[config.mk]
export PLATFORM = sky130hd
export DESIGN_NAME = id_stage_hazard_pipe
export DESIGN_NICKNAME = d
export VERILOG_FILES = /design/src/rtl/id_stage_hazard_pipe.sv
export SDC_FILE = /design/constraint.sdc
export NUM_CORES = 1
export LEC_CHECK = 0
export ABC_AREA = 1
export BUFFER_PORTS_ARGS = -buffer_cell sky130_fd_sc_hd__buf_2
export CAP_MARGIN = 25
export CORE_AREA = 3 3 173 175
export CTS_CLUSTER_SIZE = 12
export DETAILED_ROUTE_END_ITERATION = 8
export DIE_AREA = 0 0 176 178
export PLACE_DENSITY = 0.79
export REMOVE_ABC_BUFFERS = 1
export SLEW_MARGIN = 10
export SYNTH_ARGS = -nofsm -noshare
export SYNTH_HDL_FRONTEND = slang
export SYNTH_SLANG_ARGS = --single-unit
export TNS_END_PERCENT = 1
[constraint.sdc]
create_clock -name clk -period 13.1 [get_ports clk]
set_input_delay 2.62 -clock clk [delete_from_list [all_inputs] [get_ports clk]]
set_output_delay 2.62 -clock clk [all_outputs]
set_load 0.005 [all_outputs]
[src/rtl/id_stage_hazard_pipe.sv]
// Decode-stage back end: operand resolution, RAW hazard detection, early
// branch resolution and the ID/EX pipeline register with a valid/ready handshake.
module id_stage_hazard_pipe #(
  parameter int unsigned REG_ADDR_WIDTH  = 5,
  parameter int unsigned REG_WIDTH       = 32,
  parameter int unsigned PC_WIDTH        = 32,
  parameter int unsigned CTRL_WIDTH      = 12,
  parameter bit          FWD_EN          = 1'b1,
  parameter int unsigned STALL_CNT_WIDTH = 16
) (
  input  logic                       clk,
  input  logic                       reset_n,
  input  logic                       id_valid,
  output logic                       id_ready,
  input  logic [PC_WIDTH-1:0]        id_pc,
  input  logic [REG_ADDR_WIDTH-1:0]  id_rs1,
  input  logic [REG_ADDR_WIDTH-1:0]  id_rs2,
  input  logic [REG_ADDR_WIDTH-1:0]  id_rd,
  input  logic                       id_use_rs1,
  input  logic                       id_use_rs2,
  input  logic                       id_reg_wr_en,
  input  logic                       id_is_load,
  input  logic                       id_is_branch,
  input  logic [2:0]                 id_funct3,
  input  logic [REG_WIDTH-1:0]       id_imm,
  input  logic [CTRL_WIDTH-1:0]      id_ctrl,
  input  logic [REG_WIDTH-1:0]       rf_rs1_data,
  input  logic [REG_WIDTH-1:0]       rf_rs2_data,
  input  logic                       ex_mem_valid,
  input  logic                       ex_mem_reg_wr_en,
  input  logic                       ex_mem_is_load,
  input  logic [REG_ADDR_WIDTH-1:0]  ex_mem_rd,
  input  logic [REG_WIDTH-1:0]       ex_mem_alu_out,
  input  logic                       mem_wb_valid,
  input  logic                       mem_wb_reg_wr_en,
  input  logic [REG_ADDR_WIDTH-1:0]  mem_wb_rd,
  input  logic [REG_WIDTH-1:0]       mem_wb_data,
  input  logic                       ex_ready,
  output logic                       ex_valid,
  output logic [PC_WIDTH-1:0]        ex_pc,
  output logic [REG_WIDTH-1:0]       ex_rs1_data,
  output logic [REG_WIDTH-1:0]       ex_rs2_data,
  output logic [REG_WIDTH-1:0]       ex_imm,
  output logic [CTRL_WIDTH-1:0]      ex_ctrl,
  output logic [REG_ADDR_WIDTH-1:0]  ex_rd,
  output logic                       ex_reg_wr_en,
  output logic                       ex_is_load,
  output logic                       br_taken,
  output logic [PC_WIDTH-1:0]        br_target,
  output logic                       if_flush,
  output logic [STALL_CNT_WIDTH-1:0] stall_cnt
);

  typedef struct packed {
    logic [PC_WIDTH-1:0]       pc;
    logic [REG_WIDTH-1:0]      rs1_data;
    logic [REG_WIDTH-1:0]      rs2_data;
    logic [REG_WIDTH-1:0]      imm;
    logic [CTRL_WIDTH-1:0]     ctrl;
    logic [REG_ADDR_WIDTH-1:0] rd;
    logic                      reg_wr_en;
    logic                      is_load;
  } idex_t;

  idex_t                      idex_d, idex_q;
  logic                       ex_valid_d, ex_valid_q;
  logic [STALL_CNT_WIDTH-1:0] stall_cnt_d, stall_cnt_q;

  // A used, nonzero source that a valid writer is about to overwrite.
  function automatic logic src_match(
    input logic                      use_src,
    input logic [REG_ADDR_WIDTH-1:0] idx,
    input logic                      wr_valid,
    input logic                      wr_en,
    input logic [REG_ADDR_WIDTH-1:0] wr_rd
  );
    return use_src && (idx != '0) && wr_valid && wr_en && (wr_rd == idx);
  endfunction

  logic rs1_idex_c, rs2_idex_c, rs1_exmem_c, rs2_exmem_c, rs1_memwb_c, rs2_memwb_c;

  assign rs1_idex_c  = src_match(id_use_rs1, id_rs1, ex_valid_q, idex_q.reg_wr_en, idex_q.rd);
  assign rs2_idex_c  = src_match(id_use_rs2, id_rs2, ex_valid_q, idex_q.reg_wr_en, idex_q.rd);
  assign rs1_exmem_c = src_match(id_use_rs1, id_rs1, ex_mem_valid, ex_mem_reg_wr_en, ex_mem_rd);
  assign rs2_exmem_c = src_match(id_use_rs2, id_rs2, ex_mem_valid, ex_mem_reg_wr_en, ex_mem_rd);
  assign rs1_memwb_c = src_match(id_use_rs1, id_rs1, mem_wb_valid, mem_wb_reg_wr_en, mem_wb_rd);
  assign rs2_memwb_c = src_match(id_use_rs2, id_rs2, mem_wb_valid, mem_wb_reg_wr_en, mem_wb_rd);

  logic hazard_c;
  logic fire_c;
  logic idex_open_c;

  // Without forwarding, every in-flight writer blocks; with it, only an
  // ID/EX writer or a load still in EX/MEM can't supply its value in time.
  always_comb begin
    hazard_c = rs1_idex_c || rs2_idex_c;
    if (FWD_EN) begin
      hazard_c = hazard_c || (ex_mem_is_load && (rs1_exmem_c || rs2_exmem_c));
    end else begin
      hazard_c = hazard_c || rs1_exmem_c || rs2_exmem_c || rs1_memwb_c || rs2_memwb_c;
    end
  end

  assign idex_open_c = !ex_valid_q || ex_ready;
  assign id_ready    = !hazard_c && idex_open_c;
  assign fire_c      = id_valid && id_ready;

  logic [REG_WIDTH-1:0] op1_c, op2_c;

  always_comb begin
    op1_c = rf_rs1_data;
    op2_c = rf_rs2_data;
    if (FWD_EN) begin
      if (rs1_exmem_c && !ex_mem_is_load) op1_c = ex_mem_alu_out;
      else if (rs1_memwb_c)               op1_c = mem_wb_data;
      if (rs2_exmem_c && !ex_mem_is_load) op2_c = ex_mem_alu_out;
      else if (rs2_memwb_c)               op2_c = mem_wb_data;
    end
    if (id_rs1 == '0) op1_c = '0;
    if (id_rs2 == '0) op2_c = '0;
  end

  logic cond_c;

  always_comb begin
    cond_c = 1'b0;
    case (id_funct3)
      3'b000:  cond_c = (op1_c == op2_c);
      3'b001:  cond_c = (op1_c != op2_c);
      3'b100:  cond_c = ($signed(op1_c) <  $signed(op2_c));
      3'b101:  cond_c = ($signed(op1_c) >= $signed(op2_c));
      3'b110:  cond_c = (op1_c <  op2_c);
      3'b111:  cond_c = (op1_c >= op2_c);
      default: cond_c = 1'b0;
    endcase
  end

  assign br_taken  = fire_c && id_is_branch && cond_c;
  assign if_flush  = br_taken;
  assign br_target = id_pc + PC_WIDTH'($signed(id_imm));

  // ID/EX advances only when EX has drained it; a non-firing cycle leaves a bubble.
  always_comb begin
    idex_d      = idex_q;
    ex_valid_d  = ex_valid_q;
    stall_cnt_d = stall_cnt_q;
    if (idex_open_c) begin
      ex_valid_d = fire_c;
      if (fire_c) begin
        idex_d.pc        = id_pc;
        idex_d.rs1_data  = op1_c;
        idex_d.rs2_data  = op2_c;
        idex_d.imm       = id_imm;
        idex_d.ctrl      = id_ctrl;
        idex_d.rd        = id_rd;
        idex_d.reg_wr_en = id_reg_wr_en;
        idex_d.is_load   = id_is_load;
      end
    end
    if (id_valid && hazard_c && (stall_cnt_q != '1)) begin
      stall_cnt_d = stall_cnt_q + STALL_CNT_WIDTH'(1);
    end
  end

  always_ff @(posedge clk) begin
    if (!reset_n) begin
      idex_q      <= '0;
      ex_valid_q  <= 1'b0;
      stall_cnt_q <= '0;
    end else begin
      idex_q      <= idex_d;
      ex_valid_q  <= ex_valid_d;
      stall_cnt_q <= stall_cnt_d;
    end
  end

  assign ex_valid     = ex_valid_q;
  assign ex_pc        = idex_q.pc;
  assign ex_rs1_data  = idex_q.rs1_data;
  assign ex_rs2_data  = idex_q.rs2_data;
  assign ex_imm       = idex_q.imm;
  assign ex_ctrl      = idex_q.ctrl;
  assign ex_rd        = idex_q.rd;
  assign ex_reg_wr_en = idex_q.reg_wr_en;
  assign ex_is_load   = idex_q.is_load;
  assign stall_cnt    = stall_cnt_q;

endmodule

After elaboration in Yosys (flattened, before gate mapping)
Cells that the tools add are included.
{ "totals": {"output_inout_bits": 199, "reg_bits": 164} }
{ "classes": {"eq_ne": 14, "reduce_logical": 42, "add_sub_neg": 2, "mux": 7, "magnitude_cmp": 4} }
{ "op_table": {"columns": ["cell", "count"], "rows": [
  ["two-way mux 32 bit", 6],
  [">= comparator 32 bit", 2],
  ["< comparator 32 bit", 2],
  ["adder 32 bit", 1],
  ["== test 32 bit", 1],
  ["inequality test 32 bit", 1],
  ["== test 5 bit", 6],
  ["logical AND 1 bit", 29],
  ["adder 16 x 1 -> 16 bit, second input constant", 1],
  ["inequality test 16 bit, second input constant", 1],
  ["== test 3 bit, second input constant", 4],
  ["zero test 5 bit", 2],
  ["nonzero test 5 bit", 2],
  ["case mux 1 bit (6 select lines)", 1],
  ["logical OR 1 bit", 4],
  ["== test 3 x 1 -> 1 bit, second input constant", 1],
  ["zero test 1 bit", 3],
  ["zero test 3 bit", 1],
  ["AND reduction 2 bit", 1]
]} }

Depth between registers and ports, before layout
{ "logic_depth": {"depth_word": 13, "ltp_mapped": 30, "mapped_depth_nobuf": 28} }

Worst setup path before layout
Ideal clock, no wire load.
{ "synth_path": {"kind": "input to output", "start": "input port id_rs2[3]", "end": "output port if_flush", "required_time_ns": 10.480, "slack_ns": 5.214, "n_path_buf": 2, "arrival_ns": 5.266, "stages": 22, "path_cell_list": "nor3_2 -> nand3_2 -> nand2_1 -> nor2_1 -> nand3_2 -> clkbuf_1 -> o21ai_0 -> a21oi_1 -> inv_1 -> ha_1 -> nand2_1 -> nor3_1 -> nor2b_1 -> nand2_1 -> nand2_1 -> nand2_1 -> nand3_1 -> nand2_1 -> inv_1 -> nor2_1 -> nor2_1 -> buf_4"} }
{ "synth_between": {"elab_chain_cells": 13} }
{ "synth_rtl": {"columns": ["element", "line_no", "text"], "rows": [
  ["from (decl)", "17", "input logic [REG_ADDR_WIDTH-1:0] id_rs2,"],
  ["parallel branches: the longest is 12 deep, another holds >= comparator 32 bit", null, null],
  ["logical AND 1 bit (*)", "138", "assign br_taken = fire_c && id_is_branch && cond_c;"],
  ["to (decl)", "50", "output logic if_flush,"]
]} }
Every way passes the cells marked *.

Worst setup path in the final report
{ "layout_path": {"start": "input port id_rs2[3]", "end": "output port br_taken"} }
{ "layout_between": {"elab_chain_cells": 13} }
{ "layout_rtl": {"columns": ["element", "line_no", "text"], "rows": [
  ["parallel branches: the longest is 12 deep, another holds >= comparator 32 bit", null, null],
  ["logical AND 1 bit (*)", "138", null],
  ["to (decl)", "48", "output logic br_taken,"]
]} }
Marked as above.

==> results.py <==
metrics = {
    "status": {
        "status": "complete, no violations",
    },
    "logic_synthesis": {
        "ys_warn_count": 0,
        "async_flop_share_pct": 0,
        "ys_types": 44,
        "netlist_area_um2": 11400,
        "ys.flop_type": "dfxtp_1",
        "yosysSeqAreaShare_pct": 28.9,
        "synth_edf_count": 0,
        "syn_avg_cell_area_um2": 6.14,
        "ys_ff_latch": 164,
        "synthCells": 1852,
    },
    "worst_setup_path": {
        "cpPeakStageDelay_ns": 0.57,
        "timing.rr.end": "ex_rs2_data[25]",
        "r2r-start": "ex_rd[1]",
        "cp-startpoint": "id_rs2[3]",
        "crit_fanout": 36,
        "start_kind": "primary input",
        "worstSetupPathDepth": 25,
        "required_ns": 10.48,
        "rrSetupSlack_ns": 9.83,
        "cp_top_family": "simple AND/OR/NAND/NOR gates",
        "critPathArrivalTime_ns": 6.94,
        "end_kind": "output port",
        "crit_top_cell": "nand2_1",
        "cp_num_buf_inv": 6,
        "endpoint": "br_taken",
        "reg2reg_depth": 12,
        "path_class": "in -> out",
        "cp_slowest_cell": "nand3_2",
    },
    "clock_tree": {
        "insertion_delay_ns": 0.44,
        "root_buffer": "clkbuf_16",
        "cts.path.max_buffers": 2,
        "hold_buffers": 0,
        "cts.sinks": 164,
        "path_clk_slew_ns": 0.06,
        "post_cts_resized": 0,
        "cts_made_buffers": 17,
        "htree_levels": 4,
        "cts_setup_buffers": 0,
        "cts_tree": "built",
    },
    "pwr": {
        "peakVddDrop_mv": 0.0938,
        "leakage_nw": 7.93,
        "power_density_nw_per_um2": 102,
    },
    "final_layout": {
        "ff_latch_area_um2": 3280,
        "multi_input_area_um2": 6800,
        "nets": 2551,
        "drive_gt1_share_pct": 22.5,
        "final_cells": 2639,
        "area_growth_pct": 25.9,
        "fillers": 2973,
    },
    "sta": {
        "tightest_slew_ns": 0.974,
        "setup_violations": 0,
        "min_period_ns": 9.56,
        "clock_skew_ns": 0.0153,
        "setup-tns-final_ns": 0,
        "fin_crit_sh_pct": 73.0,
        "grt_setup_unrepaired": "no",
        "fmax_ghz": 0.105,
        "hold_slack_ns": 0.479,
        "drv_slew": 0,
        "slew_headroom_pct": 35.1,
        "fin_ws_ns": 3.54,
        "hold_violations": 0,
    },
    "detailed_routing": {
        "wirelength_um": 43800,
        "post_drt_wl_per_cell_um": 16.6,
        "dr.pass1.iters": 5,
        "drcViolationCount": 0,
        "drtIter0Drc": 978,
        "final_antenna_net_count": 0,
        "routed-via-count": 13500,
        "vias_per_cell": 5.12,
    },
    "floorplanning": {
        "core_um2": 28600,
        "rows": 62,
        "chipHeight_um": 178,
        "die_x_um": 176,
        "ios": 445,
        "initial_core_util_pct": 39.7,
        "dieArea_um2": 31300,
    },
    "grt": {
        "grt_pass1_wl_um": 66100,
        "antenna_found_initial": 3,
        "grt_overflow": 0,
        "grt_util_all_layers_pct": 26.4,
        "grt_max_degree": 100,
        "grt_pass1_vias": 12800,
    },
    "job": {
        "maxCapViolations": 0,
    },
    "placed_design": {
        "routabilityCongestion": 0.940,
        "placedCellCount": 2605,
        "portBuffers": 444,
        "dp_hpwl_um": 33900,
        "dp_slack_ns": 3.64,
    },
    "min_path": {
        "hp-class": "reg -> reg",
        "min_path_cells": 2,
    },
}
==> worst min path at each step <==
| stage | from | end |
|---|---|---|
| 2_1_floorplan | stall_cnt[15] | stall_cnt[15] |
| 3_3_place_gp | ex_ctrl[10] | ex_ctrl[10] |
| 3_5_place_dp | ex_ctrl[11] | ex_ctrl[11] |
| 4_1_cts | ex_pc[12] | ex_pc[12] |
| 5_1_grt | ex_ctrl[1] | ex_ctrl[1] |
| 6_report | ex_pc[12] | ex_pc[12] |
==> cells in the final DEF, fill, tap and decap left out, types with 41 or more instances in the layout <==
cell type,synthesis,routed
buf_2,23,443
a21oi_1,79,79
nand2_1,384,384
o21ai_0,191,191
nand3_1,41,41
ha_1,64,64
xor2_1,42,42
inv_1,227,227
nor2_1,418,417
dfxtp_1,164,164
==> registers in the layout, indices dropped and copies added, names as in the netlist <==
| register | flops |
|---|---|
| ex_pc | 32 |
| ex_imm | 32 |
| stall_cnt | 16 |
| ex_rs2_data | 32 |
| ex_rs1_data | 32 |
| ex_ctrl | 12 |
| ex_rd | 5 |
| ex_valid | 1 |
| ex_is_load | 1 |
| ex_reg_wr_en | 1 |
==> final cells by class <==
class / instances / share of cell area, %
inverters: 231 / 6.06
multi-input cells: 1372 / 47.5
repair buffers: 454 / 16.1
diodes: 2 / 0.0350
clock inverters: 14 / 0.909
clock buffers: 18 / 3.07
flip-flops and latches: 164 / 22.9
well taps: 384 / 3.36
==> stage by stage <==
| stage | area (um2) | utilization [%] | power, W |
|---|---|---|---|
| global route | 14300 | 50.0 | 0.00154 |
| global placement | 13700 | 47.9 | 0.000953 |
| finish | 14300 | 50.0 | 0.00146 |
| CTS | 14300 | 50.0 | 0.00147 |
| detailed placement | 13700 | 48.0 | 0.000958 |
| floorplan | 10900 | - | 0.000775 |
==> worst reg2reg max path, stage by stage (launching register included) <==
cell and delay, ns:
dfxtp_1 0.57, xor2_1 0.25, nor2_1 0.07, nand4_1 0.16, nor2_1 0.10, a21oi_4 0.21
nand3_2 0.14, nor2_4 0.16, buf_4 0.54, buf_4 0.73, nand2_1 0.11, nand2_1 0.09
nor2_1 0.04
==> cell usage after synthesis, drive strengths merged (3+ instances only) <==
library cell  instances  area (um2)
nand2               386        1450
o21bai                3        22.5
nand3                48         275
ha                   64         801
nor2                419        1580
buf                  39         246
o21ai               218        1090
nor3                 23         136
a21o                 10        75.1
nand4                35         225
xor2                 42         368
nor4                  3        18.8
xnor2                16         140
clkbuf               46         179
a21oi                80         412
o22ai                 3        18.8
inv                 231         867
dfxtp               164        3280
a31oi                 7        43.8
==> routing by layer <==
metal / wire length, um / GRT usage (%)
met1: 17400 / 31.4
met2: 21200 / 46.6
met3: 3810 / 6.15
met4: 1420 / 9.40
met5: 23 / 0
==> power breakdown <==
part | internal, W | leakage [nW] | switching [W]
combinational | 0.000156 | 6.29 | 0.000236
sequential | 0.000536 | 1.36 | 0.0000233
clock | 0.000258 | 0.281 | 0.000248
total | 0.000950 | 7.93 | 0.000508
==> kinds of logic after synthesis <==
group                      count (synthesis)  synth area share [%]
AOI/OAI and AO/OA                        329                  15.2
xor gates and xnor gates                  58                  4.47
adders and majority gates                 65                  7.22
buffers and inverters                    316                  11.4
DFF                                      164                  28.9
and+or+nand+nor                          920                  32.8
(Power assumes the default switching activity.)
